==> src/rtl/key_load_ctrl.sv <==
// Key-load sequencer: receives a serial key plus even-parity bit, holds the
// locked core in reset until a checked key is on key_out, and locks out after repeated failures.
module key_load_ctrl #(
  parameter int KEY_W    = 8,
  parameter int LOAD_TO  = 64,
  parameter int MAX_FAIL = 3
) (
  input  logic             clk,
  input  logic             rst,
  input  logic             load_req,
  input  logic             key_sdi,
  input  logic             key_sdi_vld,
  output logic             core_rst,
  output logic [KEY_W-1:0] key_out,
  output logic             key_valid,
  output logic             load_ack,
  output logic             busy,
  output logic             par_err,
  output logic             timeout_err,
  output logic             lockout
);

  localparam int TW = $clog2(LOAD_TO + 1);
  localparam int CW = $clog2(KEY_W + 2);
  localparam int FW = $clog2(MAX_FAIL + 1);

  localparam logic [CW-1:0] LAST_BIT = CW'(KEY_W);
  localparam logic [TW-1:0] TO_LAST  = TW'(LOAD_TO - 1);
  localparam logic [FW-1:0] FAIL_MAX = FW'(MAX_FAIL);

  typedef enum logic [2:0] {
    S_IDLE, S_SHIFT, S_CHECK, S_RELEASE, S_RUN, S_LOCK
  } state_t;

  state_t           state, state_nxt;
  logic [KEY_W:0]   shreg, shreg_nxt;
  logic [CW-1:0]    bit_cnt, bit_cnt_nxt;
  logic [TW-1:0]    timer, timer_nxt;
  logic [FW-1:0]    fail_cnt, fail_nxt, fail_inc;
  logic [KEY_W-1:0] key_out_nxt;
  logic             key_valid_nxt, load_ack_nxt, par_err_nxt, timeout_nxt;

  assign fail_inc = (fail_cnt == FAIL_MAX) ? fail_cnt : fail_cnt + 1'b1;
  assign busy     = (state == S_SHIFT) || (state == S_CHECK);

  always_comb begin
    state_nxt     = state;
    shreg_nxt     = shreg;
    bit_cnt_nxt   = bit_cnt;
    timer_nxt     = timer;
    fail_nxt      = fail_cnt;
    key_out_nxt   = key_out;
    key_valid_nxt = key_valid;
    load_ack_nxt  = 1'b0;
    par_err_nxt   = 1'b0;
    timeout_nxt   = 1'b0;

    case (state)
      S_IDLE: begin
        if (load_req) begin
          state_nxt   = S_SHIFT;
          shreg_nxt   = '0;
          bit_cnt_nxt = '0;
          timer_nxt   = '0;
        end
      end
      S_SHIFT: begin
        if (key_sdi_vld) begin
          shreg_nxt[bit_cnt] = key_sdi;
          bit_cnt_nxt        = bit_cnt + 1'b1;
          timer_nxt          = '0;
          if (bit_cnt == LAST_BIT) state_nxt = S_CHECK;
        end else if (timer == TO_LAST) begin
          // LOAD_TO consecutive idle cycles: abandon the frame
          timeout_nxt = 1'b1;
          fail_nxt    = fail_inc;
          state_nxt   = (fail_inc == FAIL_MAX) ? S_LOCK : S_IDLE;
        end else begin
          timer_nxt = timer + 1'b1;
        end
      end
      S_CHECK: begin
        if (^shreg == 1'b0) begin
          key_out_nxt   = shreg[KEY_W-1:0];
          key_valid_nxt = 1'b1;
          load_ack_nxt  = 1'b1;
          fail_nxt      = '0;
          state_nxt     = S_RELEASE;
        end else begin
          par_err_nxt = 1'b1;
          fail_nxt    = fail_inc;
          state_nxt   = (fail_inc == FAIL_MAX) ? S_LOCK : S_IDLE;
        end
      end
      S_RELEASE: state_nxt = S_RUN;
      S_RUN: begin
        if (load_req) begin
          state_nxt     = S_SHIFT;
          key_out_nxt   = '0;
          key_valid_nxt = 1'b0;
          shreg_nxt     = '0;
          bit_cnt_nxt   = '0;
          timer_nxt     = '0;
        end
      end
      S_LOCK: begin
        key_out_nxt   = '0;
        key_valid_nxt = 1'b0;
      end
      default: state_nxt = S_IDLE;
    endcase

    if (state_nxt == S_LOCK) begin
      key_out_nxt   = '0;
      key_valid_nxt = 1'b0;
    end
  end

  always_ff @(posedge clk) begin
    if (rst) begin
      state       <= S_IDLE;
      shreg       <= '0;
      bit_cnt     <= '0;
      timer       <= '0;
      fail_cnt    <= '0;
      core_rst    <= 1'b1;
      key_out     <= '0;
      key_valid   <= 1'b0;
      load_ack    <= 1'b0;
      par_err     <= 1'b0;
      timeout_err <= 1'b0;
      lockout     <= 1'b0;
    end else begin
      state       <= state_nxt;
      shreg       <= shreg_nxt;
      bit_cnt     <= bit_cnt_nxt;
      timer       <= timer_nxt;
      fail_cnt    <= fail_nxt;
      // core stays in reset everywhere but RUN, aligned with the state register
      core_rst    <= (state_nxt != S_RUN);
      key_out     <= key_out_nxt;
      key_valid   <= key_valid_nxt;
      load_ack    <= load_ack_nxt;
      par_err     <= par_err_nxt;
      timeout_err <= timeout_nxt;
      lockout     <= (state_nxt == S_LOCK);
    end
  end

endmodule

==> config.mk <==
export PLATFORM = sky130hd
export DESIGN_NAME = key_load_ctrl
export DESIGN_NICKNAME = d
export VERILOG_FILES = /design/src/rtl/key_load_ctrl.sv
export SDC_FILE = /design/constraint.sdc
export NUM_CORES = 1
export LEC_CHECK = 0
export CAP_MARGIN = 20
export CORE_MARGIN = 2
export CORE_UTILIZATION = 46
export DETAILED_ROUTE_END_ITERATION = 7
export HOLD_SLACK_MARGIN = 0.05
export MAX_ROUTING_LAYER = met4
export PLACE_DENSITY = 0.78
export SLEW_MARGIN = 10
export SYNTH_ARGS = -nofsm -noshare
export SYNTH_HDL_FRONTEND = slang
export SYNTH_SLANG_ARGS = --single-unit
==> constraint.sdc <==
create_clock -name clk -period 2.8 [get_ports clk]
set_clock_uncertainty 0.1 [all_clocks]
set_input_delay 0.56 -clock clk [delete_from_list [all_inputs] [get_ports clk]]
set_output_delay 0.56 -clock clk [all_outputs]
set_load 0.005 [all_outputs]
After elaboration in Yosys (flattened, before gate mapping)

Index checks and enable logic that the tools add are counted.

Logic and storage cells: 86
Bits in registers: 39
Output and inout bits: 15

Bitwise logic cells: 2
Magnitude comparators: 2
Muxes and demuxes: 34
Add/sub/neg operators: 3
Equality and inequality tests: 18
Reduce and logical (&&, ||, !) cells: 15

Operators by type and width:

| operator            | count |
|---|---|
| $pmux 8 s3          | 1 |
| $mux 7              | 3 |
| $mux 3              | 6 |
| $mux 9              | 2 |
| $pmux 9 s2          | 1 |
| $mux 8              | 2 |
| $pmux 3 s5          | 1 |
| $pmux 7 s2          | 1 |
| $reduce_and 3->1    | 4 |
| $bwmux 9            | 1 |
| $eq 3x3->1 const B  | 3 |
| $reduce_xor 9->1    | 1 |
| $mux 2              | 4 |
| $mux 4              | 2 |
| $ne 2x2->1 const B  | 4 |
| $pmux 4 s2          | 1 |
| $add 7x1->7 const B | 1 |
| $eq 7x6->1 const B  | 1 |
| $eq 3x2->1 const B  | 2 |
| $mux 1              | 6 |
| $ne 3x3->1 const B  | 2 |
| $reduce_or 2->1     | 3 |
| $lt 4x5->1 const B  | 1 |
| $add 4x1->4 const B | 1 |
| other kinds (16)    | 20 |

Logic depth before layout (Yosys ltp)

Gate-level depths: netlist of run 1.

Depth in word-level cells: 9
Gate-level depth with buffers: 7
Mapped depth without buffers: 7

Worst setup path after synthesis of run 1

No wires, ideal clock.

Kind: reg2reg
From: register bit_cnt[0]
To: register key_out[2]
Path slack: 991 ps
Data required time: 2572 ps
Stages on the path, launching flop included: 8
Setup time: 128 ps
Arrival: 1581 ps
Cell sequence: dfxtp_1 -> inv_1 -> ha_1 -> and3b_1 -> o21ai_0 -> a32oi_4 -> nor2_2 -> o41ai_1

Word-level cells in the longest chain between the ends: 6

Ends and longest elaborated chain:

| item                      | RTL line | source |
|---|---|---|
| start, declared           | 37       | `logic [CW-1:0] bit_cnt, bit_cnt_nxt;` |
| start signal, assigned    | 136      | `bit_cnt <= bit_cnt_nxt;` |
| $eq 4x4->1                | 72       | `if (bit_cnt == LAST_BIT) state_nxt = S_CHECK;` |
| $mux 3                    | 72       |  |
| $mux 3                    | 68       | `if (key_sdi_vld) begin` |
| $pmux 3 s5                | 58       | `case (state)` |
| $eq 3x3->1                | 113      | `if (state_nxt == S_LOCK) begin` |
| $reduce_or 2->1 (no line) | -        |  |
| end signal, assigned      | 141      | `key_out <= key_out_nxt;` |
| end, declared             | 14       | `output logic [KEY_W-1:0] key_out,` |

No other way between the ends.
A chain may end at the register's enable or synchronous reset.

Final worst setup path of run 1

From: register state[1]
To: output port busy

Word-level cells in the longest chain between the ends: 2
Elaborated cells between the ends (all ways): 3
Those cells by class: eq/ne (2); reduce/logical (1)

Ends and longest elaborated chain:

| item                                     | RTL line | source |
|---|---|---|
| start, declared                          | 35       | `state_t state, state_nxt;` |
| start signal, assigned                   | 134      | `state <= state_nxt;` |
| $eq 3x1->1 or $eq 3x2->1 (tied branches) | 44       | `assign busy = (state == S_SHIFT) \|\| (state == S_CHECK);` |
| $logic_or 1x1->1 (*)                     | 44       |  |
| end, declared                            | 17       | `output logic busy,` |

Every way passes the cells marked *; elsewhere a longest branch is shown, timed or not.

==> results of run 1 <==
## Yosys cell counts, types with 2 or more instances
cell,n
a21oi_2,2
a21oi_1,9
nor3b_1,2
a211oi_1,3
nor3_1,3
a311oi_1,2
mux2i_1,10
ha_1,5
nand3_1,10
o21ai_0,3
clkbuf_1,5
and3b_1,2
inv_1,14
o41ai_1,8
nor4_1,3
xor2_1,3
nor2_1,26
nand2_1,5
nand3b_1,9
xnor2_1,9
and4_1,2
dfxtp_1,39
buf_4,3
nand4_1,4
nand2b_1,4
buf_2,4
## worst min-delay path: stages (launching register included)
cell and delay (ps):
dfxtp_1 330, inv_1 50, a311oi_1 30
## registers in the layout, summed over array words and instances, names as in the netlist
name / flops
load_ack: 1
par_err: 1
core_rst: 1
key_out: 8
fail_cnt: 2
shreg: 9
bit_cnt: 4
lockout: 1
timer: 7
state: 3
timeout_err: 1
key_valid: 1
## cell families after synthesis
group	count (synthesis)	synth area share (%)
and+or+nand+nor	79	22.8
DFF	39	40.3
AOI/OAI and AO/OA	31	12.5
buffers and inverters	29	6.98
xor gates and xnor gates	14	7.82
muxes	11	6.33
adders and majority gates	5	3.23
## routing by layer
layer | up-vias | share of wire [%]
met3 | 8 | 4.0
met2 | 29 | 47
li1 | 755 | -
met1 | 668 | 46
met5 | - | 0
met4 | 0 | 2.7
## layout make-up
class	instances	area, um^2	area share (%)
Timing Repair Buffer	22	213	9.59
Multi-Input combinational cell	140	1020	46.0
Clock inverter	3	15.0	0.677
Clock buffer	5	68.8	3.10
Inverter	15	58.8	2.65
Sequential cell	39	781	35.2
Tap cell	50	62.6	2.82
## metrics by stage
step                      instance area [um^2]  hold WS (ps)  instances  setup slack [ps]
after CTS                                 2220           352        274               357
after global placement                    2130           341        266               384
after detailed placement                  2130           341        266               361
final                                     2220           351        274               363
after floorplan                           1940           322        208               991
after global routing                      2220           368        274               240
## worst max-delay path by stage
stage / start / to / slack [ps] / depth (start not counted)
CTS: state[1] / busy / 360 / 4
global placement: key_sdi_vld / key_out[5] / 380 / 6
finish: state[1] / busy / 360 / 4
global route: state[1] / busy / 240 / 4
detailed placement: key_sdi_vld / key_out[0] / 360 / 6
floorplan: bit_cnt[0] / key_out[2] / 990 / 7
## power breakdown
group | internal (mW) | switching (mW) | leakage, nW
combinational | 0.0432 | 0.0535 | 0.459
clock | 0.170 | 0.199 | 0.0477
sequential | 0.562 | 0.0107 | 0.315
total | 0.775 | 0.263 | 0.821
==> metrics.yaml, run 1 <==
grt:
  grt_pass1_vias: 1346
  busiest_layer: "met2"
  grt_pass1_wl_um: 5890
  met3_usage_pct: 3.41
  grt_use_total_pct: 17.5
  grt_max_degree: 27
  antenna_found_initial: 0
  grt-ovfl-total: 0
  met2_usage_pct: 27.2
  use_met1_pct: 21.1
layout:
  drive_above_1_share_pct: 9.82
  fin_util_pct: 55.1
  mostFrequentLayoutCells: "dfxtp_1, nor2_1, clkdlybuf4s50_1, inv_1"
  nets: 233
  nFillCells: 385
  syn2layout_area_growth_pct: 14.6
  final_common_cell: "dfxtp_1"
  diodes: 0
synth:
  synth-seq-cells: 39
  synth_top_area_cell: "dfxtp_1"
  synthFlopType: "dfxtp_1"
  synth_cell_types: 45
  synth_edf_count: 0
  synth_area_um2: 1940
  synth_cells: 208
  syn_avg_cell_area_um2: 9.31
  yosysWarnings: 0
  synthArstFlopShare_pct: 0
  synth_top_area_share_pct: 40.3
  ys_seq_area_share_pct: 40.3
  yosys-top-cells-area: "dfxtp_1, mux2i_1, nor2_1"
  syn_nets: 218
sta:
  finalSetupViolCount: 0
  fin_crit_ps: 2440
  tightest_slew_ps: 642
  hold_viol_final: 0
  slew_headroom_pct: 56.3
  fmax_mhz: 410
  finalMaxSlewViolations: 0
  rsz0062_at_grt: "no"
  post-route-period-util_pct: 87.1
  fin_tns_setup_ps: 0
cts:
  ctsLongestPathBuffers: 2
  insertion_delay_ps: 300
  holdBufCountCts: 0
  cts_buffers: 5
  h-tree-depth: 2
  clockRootBuffer: "clkbuf_8"
  cts.sinks: 39
  cts_resized: 0
  clk_pin_slew_ps: 80
  cts_setup_buffers: 0
  cts_tree: "built"
placement:
  hpwl_um: 2520
  port_buffers: 19
  gp_congestion: 0.839
die:
  io_pins: 20
  core_area_um2: 4030
  rows: 23
  die_y_um: 68.9
  start_util_pct: 48.0
  die-area_um2: 4740
  die_width_um: 68.9
critical_path:
  worstReg2RegEnd: "key_out[4]"
  crit_fanout: 14
  critPathArrivalTime_ps: 1780
  r2r_slack_ps: 710
  slowest_delay_ps: 600
  required_ps: 2140
  cp_slowest_cell: "dfxtp_1"
  r2r.worst_path.cells: 7
  r2r-start: "bit_cnt[0]"
  cpLargestDelayFamily: "buffers and inverters"
  crit_type: "flip-flop to output port"
  worstPathCellList: "inv_1, nand2_1, a21oi_1, clkdlybuf4s50_1"
  endpoint_kind: "output port"
  critPathLaunchType: "flip-flop"
  critPathBufInv: 2
detailed_routing:
  drcViolationCount: 0
  drt_iter0_drc: 85
  vias_per_cell: 5.33
  wl_per_cell_um: 12.9
  drt-total-wl_um: 3530
  vias: 1460
  firstDrtPassIters: 7
  antenna_left: 0
outcome:
  status: "finished clean"
flow_run:
  max_cap_violations: 0
power_and_ir_drop:
  power_leakage_nw: 0.821
  finalPower_mw: 1.04
  power.density_nw_per_um2: 468
  peakVddDrop_v: 0.000362
hold_path:
  holdCritStartpoint: "timer[6]"
  holdPathEnd: "timer[6]"
  min_path_cells: 2
  hp-class: "flip-flop to flip-flop"
(Power assumes the default switching activity.)
==> inputs of run 2 (changes only) <==
- CAP_MARGIN: 20 -> 40
==> results of run 2 <==
No change in the layout: final DEF, timing and power equal those of run 1.
